**src/rtl/bpsk_modulator.sv**
```systemverilog
// BPSK modulator: DDS carrier (phase accumulator + sine ROM) sign-flipped per chip, gated to a
// burst window opened by i_sinc. Define BPSK_RAMP_EN to add a linear attack/decay envelope.
module bpsk_modulator #(
  parameter int NB_REG      = 32,
  parameter int NB_CODE     = 8,
  parameter int NB_LUT_ADDR = 8,
  parameter int NB_DAC      = 14,
  parameter int RAMP_LEN    = 256
) (
  input  logic               i_clk,
  input  logic               i_rst,
  input  logic               i_sinc,
  input  logic [NB_REG-1:0]  i_period,
  input  logic [NB_REG-1:0]  i_fcw,
  input  logic [NB_CODE-1:0] i_code,
  output logic [NB_DAC-1:0]  o_dac,
  output logic               o_active
);

  localparam int LUT_DEPTH = 1 << NB_LUT_ADDR;
  localparam logic signed [NB_DAC-1:0] DAC_MIN = {1'b1, {(NB_DAC-1){1'b0}}};
  localparam logic signed [NB_DAC-1:0] DAC_MAX = {1'b0, {(NB_DAC-1){1'b1}}};

  // Full-wave sine table built at elaboration from Bhaskara's approximation; exact zeros at
  // 0 and pi and exact +/- full scale at pi/2 and 3pi/2, so the fs/4 tone hits the rails.
  function automatic logic signed [NB_DAC-1:0] sine_sample(input int idx);
    longint half, h, amp, num, den, mag;
    half = longint'(1) << (NB_LUT_ADDR - 1);
    h    = longint'(idx) % half;
    amp  = (longint'(1) << (NB_DAC - 1)) - 1;
    num  = 16 * h * (half - h);
    den  = 5 * half * half - 4 * h * (half - h);
    mag  = (amp * num) / den;
    if (longint'(idx) >= half) mag = -mag;
    return NB_DAC'(mag);
  endfunction

  logic signed [NB_DAC-1:0] rom [LUT_DEPTH];
  for (genvar g = 0; g < LUT_DEPTH; g++) begin : g_rom
    assign rom[g] = sine_sample(g);
  end

  logic [NB_REG-1:0] win_cnt, acc, fcw_q;
  logic [NB_REG-1:0] rem, cur_phase, cur_fcw;
  logic              win_open;

  // The i_sinc cycle is itself the first window clock, so a new pulse overrides the running burst.
  assign rem       = i_sinc ? i_period : win_cnt;
  assign win_open  = (rem != '0);
  assign cur_phase = i_sinc ? '0 : acc;
  assign cur_fcw   = i_sinc ? i_fcw : fcw_q;

  logic unused_code;
  assign unused_code = ^i_code[NB_CODE-1:1];

  always_ff @(posedge i_clk) begin
    if (i_rst) begin
      win_cnt <= '0;
      acc     <= '0;
      fcw_q   <= '0;
    end else begin
      if (i_sinc) fcw_q <= i_fcw;
      win_cnt <= win_open ? rem - NB_REG'(1) : '0;
      acc     <= win_open ? cur_phase + cur_fcw : cur_phase;
    end
  end

  logic [NB_LUT_ADDR-1:0]   addr_s1;
  logic                     chip_s1, open_s1;
  logic signed [NB_DAC-1:0] rom_s2;
  logic                     chip_s2, open_s2;
  logic signed [NB_DAC-1:0] s3;
  logic                     open_s3;
  logic signed [NB_DAC-1:0] s4;
  logic                     open_s4;

  always_ff @(posedge i_clk) begin
    if (i_rst) begin
      addr_s1 <= '0;
      chip_s1 <= 1'b0;
      open_s1 <= 1'b0;
      rom_s2  <= '0;
      chip_s2 <= 1'b0;
      open_s2 <= 1'b0;
      s3      <= '0;
      open_s3 <= 1'b0;
      open_s4 <= 1'b0;
    end else begin
      addr_s1 <= cur_phase[NB_REG-1 -: NB_LUT_ADDR];
      chip_s1 <= i_code[0];
      open_s1 <= win_open;
      rom_s2  <= rom[addr_s1];
      chip_s2 <= chip_s1;
      open_s2 <= open_s1;
      open_s3 <= open_s2;
      open_s4 <= open_s3;
      // Negating the most negative code would wrap, so it saturates to the positive rail.
      if (!open_s2)             s3 <= '0;
      else if (chip_s2)         s3 <= rom_s2;
      else if (rom_s2 == DAC_MIN) s3 <= DAC_MAX;
      else                      s3 <= -rom_s2;
    end
  end

`ifdef BPSK_RAMP_EN
  localparam int ENV_W = $clog2(RAMP_LEN + 1);
  localparam int SHIFT = $clog2(RAMP_LEN);
  localparam int PW    = NB_DAC + ENV_W + 1;

  logic [ENV_W-1:0] env, env_base, env_cur, env_s1, env_s2, env_s3;
  logic signed [PW-1:0] prod, scaled;

  // Envelope climbs while more than RAMP_LEN window clocks remain, then decays to zero by the end.
  always_comb begin
    env_base = i_sinc ? '0 : env;
    env_cur  = env_base;
    if (win_open && (rem > NB_REG'(RAMP_LEN))) begin
      if (env_base != ENV_W'(RAMP_LEN)) env_cur = env_base + ENV_W'(1);
    end else if (env_base != '0) begin
      env_cur = env_base - ENV_W'(1);
    end
  end

  assign prod   = PW'(s3) * PW'($signed({1'b0, env_s3}));
  assign scaled = prod >>> SHIFT;

  always_ff @(posedge i_clk) begin
    if (i_rst) begin
      env    <= '0;
      env_s1 <= '0;
      env_s2 <= '0;
      env_s3 <= '0;
      s4     <= '0;
    end else begin
      env    <= env_cur;
      env_s1 <= env_cur;
      env_s2 <= env_s1;
      env_s3 <= env_s2;
      s4     <= scaled[NB_DAC-1:0];
    end
  end
`else
  logic [31:0] unused_ramp_len;
  assign unused_ramp_len = 32'(RAMP_LEN);

  always_ff @(posedge i_clk) begin
    if (i_rst) s4 <= '0;
    else       s4 <= s3;
  end
`endif

  assign o_dac    = {~s4[NB_DAC-1], s4[NB_DAC-2:0]};
  assign o_active = open_s4;

endmodule
```
**config.mk**
```make
export PLATFORM = sky130hd
export DESIGN_NAME = bpsk_modulator
export DESIGN_NICKNAME = d
export VERILOG_FILES = /design/src/rtl/bpsk_modulator.sv
export SDC_FILE = /design/constraint.sdc
export NUM_CORES = 1
export LEC_CHECK = 0
export ABC_AREA = 1
export CORE_UTILIZATION = 40
export DETAILED_ROUTE_END_ITERATION = 6
export GPL_ROUTABILITY_DRIVEN = 0
export SLEW_MARGIN = 20
export SYNTH_ARGS = -nofsm -noshare
export SYNTH_HDL_FRONTEND = slang
export SYNTH_SLANG_ARGS = --single-unit
```
**constraint.sdc**
```tcl
create_clock -name i_clk -period 5.87 [get_ports i_clk]
set_clock_uncertainty 0.1 [all_clocks]
set_input_delay 0.587 -clock i_clk [delete_from_list [all_inputs] [get_ports i_clk]]
set_output_delay 0.587 -clock i_clk [all_outputs]
set_load 0.02 [all_outputs]
```
Yosys cells after proc, flatten, opt, wreduce, memory -nomap -nowiden
Memories as Yosys holds them, arrays and structs flattened. A register that Yosys moved wholly into a read port is not among the register bits.
Index checks and enable logic that the tools add are counted.

storage, ports and cells
  register bits after elaboration = 138
  ROM bits = 3584
  input port bits = 75
  output and inout bits = 15
  word-level logic and storage cells = 30
  memories kept = 1

cells by class
  $add $sub $neg = 3
  eq/ne operators = 1
  muxes and demuxes = 6
  bitwise gates (word level) = 4
  reduce and logical (&&, ||, !) cells = 3

memories
  memory            depth  width  rd ports  clocked after memory_dff  wr ports  line  RTL
  (name not given)  256    14     1         1                         0         92    rom_s2 <= rom[addr_s1];

operator list
  cell                   count
  $mux 32                4
  $add 32x32->32         1
  $reduce_bool 32->1     1
  $sub 32x1->32 const B  1
  $mux 14                2
  $eq 14x14->1 const B   1
  $neg 14->14            1
  $not 8->9              1
  $reduce_or 2->1        2
  $not 1->1              3

Longest topological paths before layout
  depth in word-level cells = 4
  depth in mapped cells = 21
  mapped depth without buffers = 17

Least setup slack after synthesis
Ideal clock, no wire load.

  path type = input-to-reg
  start point = input port i_sinc
  end point = register acc[28]
  data arrival time = 2.830 ns
  data required time = 5.661 ns
  setup slack = 2.831 ns
  cell stages on the path = 21
  buffers on the path = 4
  path through = buf_6 inv_4 buf_6 clkbuf_1 clkbuf_1 nand2_1 nand2_1 ha_1 fa_1 nand2_1 nand3_1 nand3_1 nand2_1 nand2_1 nand2_1 nand2_1 nand2_1 nand2_1 nand3_1 nand2_1 inv_1

on the way
  longest elaborated chain between the ends = 3
  elaborated cells between the ends (all ways) = 6

RTL lines
  element               line  RTL
  from (decl)           12    input logic i_sinc,
  $mux 32               n/a
  via cur_fcw[0]        44    logic [NB_REG-1:0] rem, cur_phase, cur_fcw;
  $add 32x32->32        64    acc <= win_open ? cur_phase + cur_fcw : cur_phase;
  $mux 32               64
  to (signal assigned)  64
  to (decl)             43    logic [NB_REG-1:0] win_cnt, acc, fcw_q;

The timed path passes the listed nets, and every way through them passes these cells.
A chain may end at the register's enable or synchronous reset.

Final worst setup path
  start point = input port i_sinc
  end point = register acc[28]

on the way
  longest elaborated chain between the ends = 3
  elaborated cells between the ends (all ways) = 6

RTL lines
  element                                                      line
  $mux 32 (on tied branches)                                   n/a
  $add 32x32->32 / $reduce_bool 32->1 (equally long branches)  64, 49
  $mux 32 (*)                                                  64

Mark *: on every way between the ends. The rest lies on a longest branch, timed or not.

==> impl_results.md <==
- TritonCTS Buffers: 17
- Power per unit of standard cell area: 221 nW/um^2
- Number of remaining DRC errors: 56
- Vias in the first global route: 12,700
- Horizontal extent of the die: 179 um
- H-tree depth: 4
- Endpoint of the lowest-slack register-to-register path: rom_s2[4]
- Core Area: 30,700 um^2
- WL final: 40.9 mm
- Number of cells on the worst hold path: 2
- Placement Setup Slack: 2.06 ns
- Clock latency reported for the late side of the worst-skew pair: 0.44 ns
- Routed vias/inst: 5.35
- TNS Setup: 0 ns
- Crit share post-route: 0.575
- Category of the worst setup path launch point: primary input
- Effective utilization at floorplan: 0.408
- Final worst slack: 2.49 ns
- CTS Sinks: 152
- Hold Path Class: register to register
- Hold violation count in the final report: 0
- Wire length of the first global-routing pass: 65.5 mm
- Total of warnings raised by yosys: 0
- CTS max path bufs: 2
- Number of top-level pins: 90
- Detailed-route via count: 14,000
- Count of pins over their slew limit: 0
- Fraction of final layout cells with drive strength greater than 1: 0.0540
- Crit path DAT: 3.62 ns
- Endpoint, Worst Hold: s4[10]
- Share of synthesized registers carrying an async set or reset: 0
- P_leak: 7.32 nW
- ANT nets after route: 0
- Top Family by Delay on Critical Path: simple AND/OR/NAND/NOR gates
- Transition at the pin with the smallest max-transition slack: 0.922 ns
- Unrepaired setup endpoints after global routing: false
- DRC violation total after the first TritonRoute iteration: 1,853
- Synthesis-to-layout area growth: 12.6%
- CTS clock-pin slew for the worst setup and hold paths: 0.07 ns
- Share of synthesized area occupied by flip-flops and latches: 0.243
- Initial antenna violation count: 0
- Count of inserted antenna diode cells: 0
- Endpoint required time on the critical path: 6.11 ns
- Startpoint of the worst hold path: s3[10]
- Worst rel slew slack: 0.384
- Post-synthesis cell type with the largest combined area: sky130_fd_sc_hd__dfxtp_1
- Area share of the largest cell type after synthesis: 0.243
- Register-to-Register Path Depth: 15
- Violations in the final reports: DRC
- Worst reg2reg setup slack: 2.59 ns
- # fillers: 3,294
- Total routing resource utilization after global routing: 0.261
- Critical path type: primary input to register
- List of cells traversed by the critical path: buf_4 -> inv_4 -> nand2_1 -> nand2_1 -> inv_1 -> ha_1 -> nand3_2 -> nor2_4 -> nand2_4 -> nor2_4 -> nand2_4 -> nand2_4 -> o21ai_0 -> nand2_1 -> inv_1
- Router iterations before antenna repair: 7
- Avg Inst Size Synth: 5.73 um^2
- Worst Path Buf+Inv: 4
- Final hold slack: 0.299 ns
- Final core utilization: 0.460
- Most used standard cell by instance count after synthesis: sky130_fd_sc_hd__nand2_1
- Cts repair resizes: 0
- Maximum number of pins on one net before global-route repair: 76
- Clock tree from TritonCTS: yes
- Average detailed-routed wire length per instance: 15.6 um
- Count of mapped cells out of synthesis: 2,185
- Layout Cells excl Fill: 2,617
- Final setup viols: 0
- Number of flops mapped to enable cells by yosys: 0
- Fmax achieved: 296 MHz
- Placed Instances: 2,585
- Total number of nets in the final design: 2,333
- Maximum net fanout on the critical path: 59
- Max Cap Violations: 0
- Count of state elements after synthesis: 152
- Unique masters post-synth: 51
- Cell type of the slowest stage on the worst timing path: sky130_fd_sc_hd__buf_4
- Type of destination of the critical path: register
- Netlist Area Pre-Place: 12,500 um^2
- Prevailing post-synth register cell: sky130_fd_sc_hd__dfxtp_1
- Clock root cell: sky130_fd_sc_hd__clkbuf_16
- Top cells by instance count after synthesis: 770 x sky130_fd_sc_hd__nand2_1, 302 x sky130_fd_sc_hd__inv_1, 217 x sky130_fd_sc_hd__nor2_1
- Quantity of hold-fixing buffers added after cts: 0
- Count of input and output buffers: 82
- Launch instance of the worst register-to-register path: addr_s1[0]
- Largest vdd supply drop: 213 uV
- Longest individual stage delay on the worst path: 0.46 ns
- Post-CTS Repair Setup Buffers: 0
- Detailed placer's ending HPWL: 29.7 mm
- Mapped Nets: 2,310
- Leading post-synthesis cells by cell area: sky130_fd_sc_hd__dfxtp_1 24%, sky130_fd_sc_hd__nand2_1 23%, sky130_fd_sc_hd__inv_1 9.1%, sky130_fd_sc_hd__nor2_1 6.5%, sky130_fd_sc_hd__a21oi_1 5.9%
- GRT overflow: 0
- Post-layout minimum cycle time: 3.38 ns
- Run status: complete, but fails checks
- Number of rows in the core area: 64
- Chip Height: 179 um
- Floorplan die area: 32,000 um^2
## per-stage QoR
stage | power (mW) | area, um^2
after floorplan | 1.70 | 12500
after global placement | 1.90 | 13500
after detailed placement | 1.91 | 13500
after CTS | 3.12 | 14100
after global routing | 3.28 | 14100
final | 3.11 | 14100
## registers in the layout, summed over array words and instances, names as in the netlist, 8 cells and up
| name | cells |
|---|---|
| win_cnt | 32 |
| acc | 32 |
| s3 | 14 |
| s4 | 14 |
| rom_s2 | 14 |
| addr_s1 | 8 |
| fcw_q | 32 |
## cell families (layout without fill, tap and decap cells)
| kind of cell | Yosys count | in the layout | synth area share |
|---|---|---|---|
| simple gates | 1221 | 1221 | 0.405 |
| buf+inv | 403 | 439 | 0.133 |
| compound gates | 329 | 329 | 0.148 |
| flops | 152 | 152 | 0.243 |
| fa+ha+maj | 50 | 50 | 0.0506 |
| xor+xnor | 29 | 29 | 0.0203 |
| mux | 1 | 1 | 0.000799 |
## area by class of cell
cell class	count	area, um^2	share of cell area
tap	396	495	0.0352
sequential	152	3040	0.216
inverter	312	1180	0.0836
clock inverter	15	220	0.0156
timing repair buffer	95	913	0.0648
multi-input combinational	1630	7820	0.555
clock buffer	17	425	0.0302
## worst max path at each step
stage | start | end | slack (ns) | cells after the start
after floorplan | i_sinc | acc[28] | 2.83 | 21
final | i_sinc | acc[28] | 2.49 | 15
after detailed placement | i_sinc | acc[28] | 2.06 | 15
after global placement | i_sinc | acc[28] | 2.08 | 13
after CTS | i_sinc | acc[28] | 2.52 | 15
after global routing | i_sinc | acc[28] | 2.22 | 18
## cells in the final DEF, fill, tap and decap left out, types with 4 or more instances in the layout
| cell | instances |
|---|---|
| sky130_fd_sc_hd__xor2_1 | 20 |
| sky130_fd_sc_hd__a21oi_2 | 8 |
| sky130_fd_sc_hd__or2_2 | 10 |
| sky130_fd_sc_hd__inv_8 | 7 |
| sky130_fd_sc_hd__inv_2 | 5 |
| sky130_fd_sc_hd__o31ai_1 | 6 |
| sky130_fd_sc_hd__nor2_2 | 4 |
| sky130_fd_sc_hd__nand2_2 | 9 |
| sky130_fd_sc_hd__nand2_1 | 770 |
| sky130_fd_sc_hd__clkdlybuf4s50_1 | 80 |
| sky130_fd_sc_hd__o22ai_1 | 4 |
| sky130_fd_sc_hd__inv_1 | 302 |
| sky130_fd_sc_hd__nand3_2 | 8 |
| sky130_fd_sc_hd__nor3_1 | 24 |
| sky130_fd_sc_hd__a21oi_1 | 147 |
| sky130_fd_sc_hd__a31oi_1 | 13 |
| sky130_fd_sc_hd__o21ai_0 | 90 |
| sky130_fd_sc_hd__clkbuf_16 | 17 |
| sky130_fd_sc_hd__nand3_1 | 133 |
| sky130_fd_sc_hd__nor2_4 | 7 |
| sky130_fd_sc_hd__o211ai_1 | 16 |
| sky130_fd_sc_hd__o21ai_2 | 16 |
| sky130_fd_sc_hd__o21bai_1 | 6 |
| sky130_fd_sc_hd__nor2_1 | 217 |
| sky130_fd_sc_hd__xnor2_1 | 9 |
| sky130_fd_sc_hd__o21ai_1 | 14 |
| sky130_fd_sc_hd__buf_4 | 15 |
| sky130_fd_sc_hd__nand4_1 | 25 |
| sky130_fd_sc_hd__ha_1 | 49 |
| sky130_fd_sc_hd__dfxtp_1 | 152 |
## routing by layer
| metal | GRT usage | vias up | part of all wire |
|---|---|---|---|
| met1 | 0.340 | 6111 | 0.43 |
| met4 | 0.126 | 0 | 0.054 |
| met2 | 0.388 | 774 | 0.41 |
| met5 | 0 | - | 0 |
| li1 | - | 6909 | - |
| met3 | 0.0780 | 203 | 0.11 |
## power breakdown
part | total [mW] | internal [mW] | switching [mW] | leakage, nW
Clock | 1.20 | 0.697 | 0.506 | 0.319
Sequential | 1.13 | 1.10 | 0.0262 | 1.25
Combinational | 0.779 | 0.270 | 0.509 | 5.75
Total | 3.11 | 2.07 | 1.04 | 7.32
## worst register-to-register path: stages, from the launching register on
cell                      delay (ns)
sky130_fd_sc_hd__dfxtp_1        0.31
sky130_fd_sc_hd__buf_4          0.27
sky130_fd_sc_hd__inv_1          0.32
sky130_fd_sc_hd__ha_1           0.47
sky130_fd_sc_hd__inv_1          0.21
sky130_fd_sc_hd__nor2_1         0.13
sky130_fd_sc_hd__nand2_1        0.16
sky130_fd_sc_hd__nand2_1        0.16
sky130_fd_sc_hd__o21ai_0        0.42
sky130_fd_sc_hd__nand3_1        0.15
sky130_fd_sc_hd__nand2_1        0.18
sky130_fd_sc_hd__nand2_1        0.08
sky130_fd_sc_hd__nand2_1        0.09
sky130_fd_sc_hd__nand2_1        0.04
sky130_fd_sc_hd__nand2_1        0.06
sky130_fd_sc_hd__inv_1          0.03
Note: power is estimated with default switching activity, not from simulation.
